`src/rtl/mem_write_buffer_if.sv`:
```
// Bundle of MEM-stage request/response and data-memory port signals for the store buffer.
// The master side is the pipeline plus data memory; the slave side is mem_write_buffer.
interface mem_write_buffer_if #(
    parameter int WORD_LEN = 32
);
    logic                memWriteReq;
    logic                memReadReq;
    logic [WORD_LEN-1:0] address;
    logic [WORD_LEN-1:0] dataIn;
    logic [WORD_LEN-1:0] loadData;
    logic                stall;
    logic                fwdHit;
    logic                empty;
    logic                dmWriteEn;
    logic                dmReadEn;
    logic [WORD_LEN-1:0] dmAddress;
    logic [WORD_LEN-1:0] dmDataIn;
    logic [WORD_LEN-1:0] dmDataOut;

    modport master (
        output memWriteReq, memReadReq, address, dataIn, dmDataOut,
        input  loadData, stall, fwdHit, empty, dmWriteEn, dmReadEn, dmAddress, dmDataIn
    );

    modport slave (
        input  memWriteReq, memReadReq, address, dataIn, dmDataOut,
        output loadData, stall, fwdHit, empty, dmWriteEn, dmReadEn, dmAddress, dmDataIn
    );
endinterface

```
`src/rtl/mem_write_buffer.sv`:
```
// Store buffer between the MEM stage and data memory: queues stores, drains one per free cycle.
// Define WRITE_BUFFER_FWD_EN to serve matching loads from the buffer instead of stalling them.
module mem_write_buffer #(
    parameter int DEPTH    = 4,
    parameter int PTR_W    = 2,
    parameter int WORD_LEN = 32
) (
    input logic              clk,
    input logic              rst,
    mem_write_buffer_if.slave bus
);
    logic [WORD_LEN-1:0] addr_mem [DEPTH];
    logic [WORD_LEN-1:0] data_mem [DEPTH];
    logic [PTR_W-1:0]    wr_ptr;
    logic [PTR_W-1:0]    rd_ptr;
    logic [PTR_W:0]      count;

    logic                full;
    logic                is_empty;
    logic                drain;
    logic                enq;
    logic                load_block;
    logic                match_any;
    logic [PTR_W-1:0]    idx;
`ifdef WRITE_BUFFER_FWD_EN
    logic [WORD_LEN-1:0] match_data;
`endif

    assign full     = (count == (PTR_W+1)'(DEPTH));
    assign is_empty = (count == '0);

    // Walk valid entries oldest to youngest so the last hit is the youngest store.
    always_comb begin
        match_any = 1'b0;
        idx       = '0;
`ifdef WRITE_BUFFER_FWD_EN
        match_data = '0;
`endif
        for (int i = 0; i < DEPTH; i++) begin
            idx = rd_ptr + PTR_W'(i);
            if (((PTR_W+1)'(i) < count) && (addr_mem[idx] == bus.address)) begin
                match_any = 1'b1;
`ifdef WRITE_BUFFER_FWD_EN
                match_data = data_mem[idx];
`endif
            end
        end
    end

`ifdef WRITE_BUFFER_FWD_EN
    assign load_block   = 1'b0;
    assign bus.fwdHit   = bus.memReadReq && match_any;
    assign bus.loadData = bus.fwdHit ? match_data : bus.dmDataOut;
`else
    // A load hitting a pending store waits while drains retire the matching entries.
    assign load_block   = bus.memReadReq && match_any;
    assign bus.fwdHit   = 1'b0;
    assign bus.loadData = bus.dmDataOut;
`endif

    assign drain         = !is_empty && (!bus.memReadReq || load_block);
    assign enq           = bus.memWriteReq && (!full || drain);
    assign bus.stall     = (bus.memWriteReq && !enq) || load_block;
    assign bus.empty     = is_empty;
    assign bus.dmWriteEn = drain;
    assign bus.dmReadEn  = bus.memReadReq && !drain;
    assign bus.dmAddress = drain ? addr_mem[rd_ptr] : bus.address;
    assign bus.dmDataIn  = drain ? data_mem[rd_ptr] : '0;

    always_ff @(posedge clk or posedge rst) begin
        if (rst) begin
            wr_ptr <= '0;
            rd_ptr <= '0;
            count  <= '0;
        end else begin
            if (enq)
                wr_ptr <= wr_ptr + 1'b1;
            if (drain)
                rd_ptr <= rd_ptr + 1'b1;
            if (enq && !drain)
                count <= count + 1'b1;
            else if (!enq && drain)
                count <= count - 1'b1;
        end
    end

    // Entry storage is never reset; validity comes only from the pointers and count.
    always_ff @(posedge clk) begin
        if (enq) begin
            addr_mem[wr_ptr] <= bus.address;
            data_mem[wr_ptr] <= bus.dataIn;
        end
    end
endmodule

```
`src/flat_wrapper.sv`:
```
// flat-port wrapper written by rule: the top's interface ports become plain ports
module mem_write_buffer_flat 
#(
    parameter int DEPTH    = 4,
    parameter int PTR_W    = 2,
    parameter int WORD_LEN = 32
)
  (clk, rst, bus_memWriteReq, bus_memReadReq, bus_address, bus_dataIn, bus_dmDataOut, bus_loadData, bus_stall, bus_fwdHit, bus_empty, bus_dmWriteEn, bus_dmReadEn, bus_dmAddress, bus_dmDataIn);
  mem_write_buffer_if #(.WORD_LEN(WORD_LEN)) bus_i ();
  input logic clk;
  input logic rst;
  input wire logic [$bits(bus_i.memWriteReq)-1:0] bus_memWriteReq;
  input wire logic [$bits(bus_i.memReadReq)-1:0] bus_memReadReq;
  input wire logic [$bits(bus_i.address)-1:0] bus_address;
  input wire logic [$bits(bus_i.dataIn)-1:0] bus_dataIn;
  input wire logic [$bits(bus_i.dmDataOut)-1:0] bus_dmDataOut;
  output wire logic [$bits(bus_i.loadData)-1:0] bus_loadData;
  output wire logic [$bits(bus_i.stall)-1:0] bus_stall;
  output wire logic [$bits(bus_i.fwdHit)-1:0] bus_fwdHit;
  output wire logic [$bits(bus_i.empty)-1:0] bus_empty;
  output wire logic [$bits(bus_i.dmWriteEn)-1:0] bus_dmWriteEn;
  output wire logic [$bits(bus_i.dmReadEn)-1:0] bus_dmReadEn;
  output wire logic [$bits(bus_i.dmAddress)-1:0] bus_dmAddress;
  output wire logic [$bits(bus_i.dmDataIn)-1:0] bus_dmDataIn;
  assign bus_i.memWriteReq = bus_memWriteReq;
  assign bus_i.memReadReq = bus_memReadReq;
  assign bus_i.address = bus_address;
  assign bus_i.dataIn = bus_dataIn;
  assign bus_i.dmDataOut = bus_dmDataOut;
  assign bus_loadData = bus_i.loadData;
  assign bus_stall = bus_i.stall;
  assign bus_fwdHit = bus_i.fwdHit;
  assign bus_empty = bus_i.empty;
  assign bus_dmWriteEn = bus_i.dmWriteEn;
  assign bus_dmReadEn = bus_i.dmReadEn;
  assign bus_dmAddress = bus_i.dmAddress;
  assign bus_dmDataIn = bus_i.dmDataIn;
  mem_write_buffer #(.DEPTH(DEPTH), .PTR_W(PTR_W), .WORD_LEN(WORD_LEN)) u_core (.clk(clk), .rst(rst), .bus(bus_i));
endmodule
```
`config.mk`:
```
export PLATFORM = sky130hd
export DESIGN_NAME = mem_write_buffer_flat
export DESIGN_NICKNAME = d
export VERILOG_FILES = /design/src/rtl/mem_write_buffer_if.sv /design/src/rtl/mem_write_buffer.sv /design/src/flat_wrapper.sv
export SDC_FILE = /design/constraint.sdc
export NUM_CORES = 1
export LEC_CHECK = 0
export BUFFER_PORTS_ARGS = -buffer_cell sky130_fd_sc_hd__buf_2
export CAP_MARGIN = 30
export CORE_MARGIN = 4
export CORE_UTILIZATION = 55
export DETAILED_ROUTE_END_ITERATION = 10
export PLACE_DENSITY = 0.77
export SYNTH_ARGS = -nofsm -noshare
export SYNTH_HDL_FRONTEND = slang
export SYNTH_SLANG_ARGS = --single-unit
```
`constraint.sdc`:
```
create_clock -name clk -period 5.3 [get_ports clk]
set_clock_uncertainty 0.15 [all_clocks]
set_input_delay 1.06 -clock clk [delete_from_list [all_inputs] [get_ports clk]]
set_output_delay 1.06 -clock clk [all_outputs]
set_load 0.1 [all_outputs]
```
Yosys cells after proc, flatten, opt, wreduce, memory -nomap -nowiden
Memory sizes are Yosys's and may differ from the RTL's.
Index checks and enable logic that the tools add are counted.
{"block": "word_totals", "output_inout_bits": 101, "inputBits": 100, "ram_bits": 256, "mem_count": 2, "register_bits": 7, "wordCells": 51}
{"block": "classes", "n_eq_ne": 5, "n_lt_le_gt_ge": 4, "n_reduce_logical": 21, "muxes": 10, "addsub": 6}
{"name": "u_core.addr_mem", "depth": 4, "width": 32, "rd": 4, "rd_ports_with_merged_regs": 0, "write_ports": 1, "line_no": "mem_write_buffer.sv:12", "source": "logic [WORD_LEN-1:0] addr_mem [DEPTH];"}
{"name": "u_core.data_mem", "depth": 4, "width": 32, "rd": 1, "rd_ports_with_merged_regs": 0, "write_ports": 1, "line_no": "mem_write_buffer.sv:13", "source": "logic [WORD_LEN-1:0] data_mem [DEPTH];"}
{"operator": "$eq A32 B32 Y1", "n": 4}
{"operator": "$mux W32", "n": 2}
{"operator": "$logic_and A1 B1 Y1", "n": 11}
{"operator": "$lt A1 B3 Y1 const A", "n": 2}
{"operator": "$lt A2 B3 Y1 const A", "n": 2}
{"operator": "$mux W1", "n": 6}
{"operator": "$mux W3", "n": 2}
{"operator": "$logic_not A1 Y1", "n": 5}
{"operator": "$add A2 B1 Y2 const B", "n": 2}
{"operator": "$add A2 B2 Y2 const B", "n": 2}
{"operator": "$add A3 B1 Y3 const B", "n": 1}
{"operator": "$eq A3 B3 Y1 const B", "n": 1}
{"operator": "$logic_not A3 Y1", "n": 1}
{"operator": "$logic_or A1 B1 Y1", "n": 3}
{"operator": "$sub A3 B1 Y3 const B", "n": 1}
{"operator": "$reduce_bool A2 Y1", "n": 1}

Logic depth before layout (Yosys ltp)
An unclocked memory read counts as a cell.
{"block": "logic_depth", "depth_word": 16, "depth_mapped": 19, "mapped_depth_nobuf": 13}

Worst setup path before layout
No wires, ideal clock.
{"block": "synth_path", "path_type": "input-to-output", "start": "input bus_address[15]", "end": "output bus_dmAddress[26]", "path_slack_ns": -0.487, "required_time_ns": 4.090, "path_stages": 10, "path_buffers": 3, "arrival_ns": 4.577, "cell_sequence": "buf_1 -> xor2_1 -> mux2i_1 -> nand4bb_1 -> or4_4 -> o41ai_4 -> o31ai_4 -> buf_6 -> buf_6 -> mux2i_1"}
{"block": "synth_between", "elab_chain_len": 10, "elab_cells_between_ends": 16, "classes_between": "4 x eq/ne; 5 x mux; 7 x reduce/logical"}
{"item": "from (decl)", "line_no": "flat_wrapper.sv:14", "source": "input wire logic [$bits(bus_i.address)-1:0] bus_address;"}
{"item": "$eq A32 B32 Y1", "line_no": "mem_write_buffer.sv:41", "source": "if (((PTR_W+1)'(i) < count) && (addr_mem[idx] == bus.address)) begin"}
{"item": "$logic_and A1 B1 Y1", "line_no": "mem_write_buffer.sv:41"}
{"item": "$mux W1 (3 in a row)", "line_no": "mem_write_buffer.sv:41"}
{"item": "$mux W1 (*)", "line_no": "mem_write_buffer.sv:41"}
{"item": "$logic_and A1 B1 Y1 (*)", "line_no": "mem_write_buffer.sv:56", "source": "assign load_block = bus.memReadReq && match_any;"}
{"item": "$logic_or A1 B1 Y1 (*)", "line_no": "mem_write_buffer.sv:61", "source": "assign drain = !is_empty && (!bus.memReadReq || load_block);"}
{"item": "$logic_and A1 B1 Y1 (*)", "line_no": "mem_write_buffer.sv:61"}
{"item": "$mux W32 (*)", "line_no": "mem_write_buffer.sv:67", "source": "assign bus.dmAddress = drain ? addr_mem[rd_ptr] : bus.address;"}
{"item": "to (decl)", "line_no": "flat_wrapper.sv:23", "source": "output wire logic [$bits(bus_i.dmAddress)-1:0] bus_dmAddress;"}
Every way passes the cells marked *; elsewhere a longest branch is shown, timed or not.

Final worst setup path
{"block": "layout_path", "start": "register u_core.rd_ptr[1]", "end": "output bus_dmAddress[14]"}
{"block": "layout_between", "elab_chain_len": 11, "elab_cells_between_ends": 20, "classes_between": "3 x add/sub; 4 x eq/ne; 5 x mux; 7 x reduce/logical; 1 x memory"}
{"item": "from (decl)", "line_no": "mem_write_buffer.sv:15", "source": "logic [PTR_W-1:0] rd_ptr;"}
{"item": "from (signal assigned)", "line_no": "mem_write_buffer.sv:79", "source": "rd_ptr <= rd_ptr + 1'b1;"}
{"item": "$add A2 B1 Y2 / $mem_v2 Z4 W32 (equally long branches)"}
{"item": "$mem_v2 Z4 W32 (*)"}
{"item": "$eq A32 B32 Y1 / $logic_and A1 B1 Y1 (equally long branches)", "line_no": "mem_write_buffer.sv:41"}
{"item": "$logic_and A1 B1 Y1 / $mux W1 (equally long branches)", "line_no": "mem_write_buffer.sv:41"}
{"item": "$mux W1 (3 in a row)", "line_no": "mem_write_buffer.sv:41"}
{"item": "$logic_and A1 B1 Y1", "line_no": "mem_write_buffer.sv:56"}
{"item": "$logic_or A1 B1 Y1", "line_no": "mem_write_buffer.sv:61"}
{"item": "$logic_and A1 B1 Y1", "line_no": "mem_write_buffer.sv:61"}
{"item": "$mux W32 (*)", "line_no": "mem_write_buffer.sv:67"}
Marked as above.

==> metrics.md <==
| Metric | Value |
|---|---|
| Outcome | `complete, but fails checks` |
| Violated checks | `setup timing` |
| # fillers | `around 1,700` |
| Top cells by area, synth | `edfxtp_1 50%, mux4_2 16%, mux2i_1 6.2%` |
| Clock transition at path regs | `~0.06 ns` |
| 1st-iter DRT viols | `between 1,000 and 1,500` |
| Setup TNS | `-6.56 ns` |
| Pins over their slew limit | `0` |
| TritonRoute pass-1 iters | `5` |
| Compound-Gate Fraction of Synth Area | `about 4.1%` |
| Crit end category | `output pin` |
| CP Class | `register to output pin` |
| Gpl congestion | `a little under 1` |
| Syn Area/Cell | `between 15 and 20 sq um` |
| Worst hold margin | `between 0.2 and 0.3 ns` |
| CTS tree | `done` |
| Startpoint Class | `register` |
| #FFs+latches synth | `approximately 260` |
| Clock Latency Late Sink | `between 0.5 and 0.6 ns` |
| Initial antenna violation count | `6` |
| Clock Sink Count | `roughly 260` |
| Antenna Nets Post-Route | `0` |
| P_int | `between 7 and 8 mW` |
| Drt drc | `0` |
| Layout Area Growth over Synthesis | `25.4%` |
| Via Count | `9,885` |
| Root buffer cell | `clkbuf_16` |
| Global-route wire length before repair | `61.0 mm` |
| Synth top area share | `50.4%` |
| Sw Ratio | `43.4%` |
| Combinational share of power | `approximately 63%` |
| Adder-cell area share of the yosys netlist | `less than 1%` |
| Yosys warns | `0` |
| Final Hold Viols | `0` |
| Worst EP arrival | `4.27 ns` |
| Htree depth | `1` |
| Die area | `30,500 sq um` |
| Largest net degree at the start of global routing | `53` |
| Max-cap violations | `0` |
| Library cells used by synthesis | `69` |
| Clock network fraction of total power | `roughly 14%` |
| LEAKAGE | `about 6.9 nW` |
| Syn nets | `between 1,000 and 1,500` |
| Largest family of logic cells by synthesized area | `multiplexers` |
| NumNets Final | `roughly 1,300` |
| Xor/xnor share of the synthesized area | `under 10%` |
| DR WL/cell | `around 28 um` |
| Tcrit/Tclk final | `103%` |
| Sw power | `between 5 and 6 mW` |
| Number of global-route vias before repair | `just under 10,000` |
| Worst EP required | `4.09 ns` |
| Mapped Cells | `around 1,000` |
| RSZ-0062 raised after global routing | `true` |
| Chip Height | `about 170 um` |
| Synth area leader | `edfxtp_1` |
| Seq/Total Area, Yosys | `between 50% and 60%` |
| Period minus WS final | `between 5 and 6 ns` |
| CTS max path bufs | `3` |
| PortBufs | `around 140` |
| Worst slew margin | `between 50% and 60%` |
| Final WL | `around 43 mm` |
| Maximum fanout along the worst path | `7` |
| Sequential share of power | `roughly 23%` |
| Initial Util | `between 50 and 60%` |
| Layout cells sized above 1 | `between 40% and 50%` |
| Die width | `between 150 and 200 um` |
| Core area | `roughly 27,000 sq um` |
| Post-synth EDFFs | `between 200 and 300` |
| Inserted Clock Buffers | `28` |
| VDD IR max | `around 0.61 mV` |
| Multiplexer share of the synthesized area | `between 20% and 30%` |
| DP HPWL | `28.2 mm` |
| DR vias/cell | `6.44` |
| Synth Flop Type | `edfxtp_1` |
| GR Util All Layers | `26.1%` |
| Mapped Area | `about 15,000 sq um` |
| Commonest non-fill, non-tap cell in the layout | `edfxtp_1` |
| Worst-margin pin slew | `0.614 ns` |
| CTS Hold Bufs | `0` |
| Most frequent cells in the layout | `256 x edfxtp_1, 110 x mux4_2, 83 x xnor2_1` |
| Cell row count | `60` |
| PwrDens | `685 nW/um^2` |
| Hold Crit Class | `input port to async pin` |
| Post-Synth Simple-Gate Area | `under 10%` |
| Ports | `between 200 and 250` |
| Final setup violation count | `64` |
| Fmax | `between 150 and 200 MHz` |
| Synth async-reset ratio | `~2.7%` |
| GRT overflow | `0` |
| Final setup margin | `-0.177 ns` |
-- worst max-delay path, stage by stage, from the launching register on --
cell	delay [ns]
dfrtp_4	0.54
buf_6	0.15
buf_12	0.13
mux4_2	0.45
xnor2_2	0.24
nand4_1	0.13
nand4bb_1	0.26
or4_4	0.46
o41ai_4	0.39
o31ai_4	0.16
buf_6	0.18
buf_12	0.15
mux2_4	0.31
buf_12	0.17
-- power by group through the flow --
stage / combinational (mW) / sequential, mW / clock, mW
after floorplan: 5.32 / 2.94 / 0
after global placement: 7.35 / 3.02 / 0
after detailed placement: 7.37 / 3.06 / 0
after CTS: 7.76 / 2.98 / 1.84
after global routing: 8.61 / 3.03 / 1.95
final: 8.28 / 3.00 / 1.83
-- registers in the layout, indices dropped and copies added (netlist names) --
signal           count
u_core.addr_mem    128
u_core.rd_ptr        2
u_core.wr_ptr        2
u_core.data_mem    128
u_core.count         3
-- stage by stage --
stage                     total power [mW]  std cells  utilization (%)  worst slack, ns  instance area [sq um]
after floorplan                       8.26       1003                -           -0.373                  15300
after global placement                10.4       1445             63.7            0.137                  17300
after detailed placement              10.4       1445             63.7           0.0983                  17300
after CTS                             12.6       1512             68.2          -0.0566                  18500
after global routing                  13.6       1535             70.6           -0.214                  19100
final                                 13.1       1535             70.6           -0.177                  19100
-- path summary, 6_finish.rpt --
path | slack [ns] | end | depth (start not counted) | startpoint
worst max-delay path | -0.18 | bus_dmAddress[14] | 13 | u_core.rd_ptr[1]
worst min-delay path | 0.30 | u_core.rd_ptr[1] | 2 | rst
worst max register to register | 0.79 | u_core.addr_mem[3][9] | 13 | u_core.rd_ptr[1]
worst min register to register | 0.46 | u_core.count[0] | 1 | u_core.count[0]
max in group asynchronous | 4.45 | u_core.rd_ptr[0] | 2 | rst
min in group clk | 0.46 | u_core.count[0] | 1 | u_core.count[0]
-- final cells by class --
class	instances	area, sq um	share of cell area, %
flip-flops and latches	263	7870	41.1
multi-input cells	613	7170	37.5
repair buffers	222	2720	14.2
clock buffers	38	759	3.97
well taps	372	465	2.43
clock inverters	12	91.3	0.477
inverters	14	52.6	0.275
diodes	1	2.50	0.0131
-- repair_timing --
action / CTS / global route
gates resized for setup: 37 / 87
pin swaps: 0 / 8
setup endpoints to repair: 67 / 67
cloned: 2 / 6
setup buffers: 15 / 16
-- synthesized netlist by cell type, drive strengths merged, types with 4 or more instances --
cell / instances
nand3: 8
a21oi: 10
o22ai: 11
and2: 9
mux4: 110
nor4b: 5
edfxtp: 256
o21ai: 11
mux2i: 96
nor2b: 34
nand2: 31
nor3: 8
nand4: 28
mux2: 36
a221oi: 5
o2bb2ai: 4
nand2b: 4
xnor2: 102
dfrtp: 7
a211oi: 5
inv: 14
nor4: 9
xor2: 11
ha: 9
clkbuf: 34
a2bb2oi: 4
and4: 4
nor2: 12
buf: 79
-- cell families after synthesis --
logic type | count (synthesis)
flip-flops | 263
adder cells (fa/ha/maj) | 9
AND/OR/NAND/NOR | 167
multiplexers | 242
XOR/XNOR | 113
other | 1
buffers and inverters | 127
AO/OA/AOI/OAI | 81
-- metal layers --
layer / global-route usage, % / vias up / wire length, um
met5: 0 / - / 56
met4: 8.05 / 10 / 1710
met3: 5.04 / 106 / 3680
met2: 43.2 / 516 / 21300
met1: 35.5 / 5032 / 16200
li1: - / 4221 / -
No activity file was read; power rests on OpenSTA's default activity.
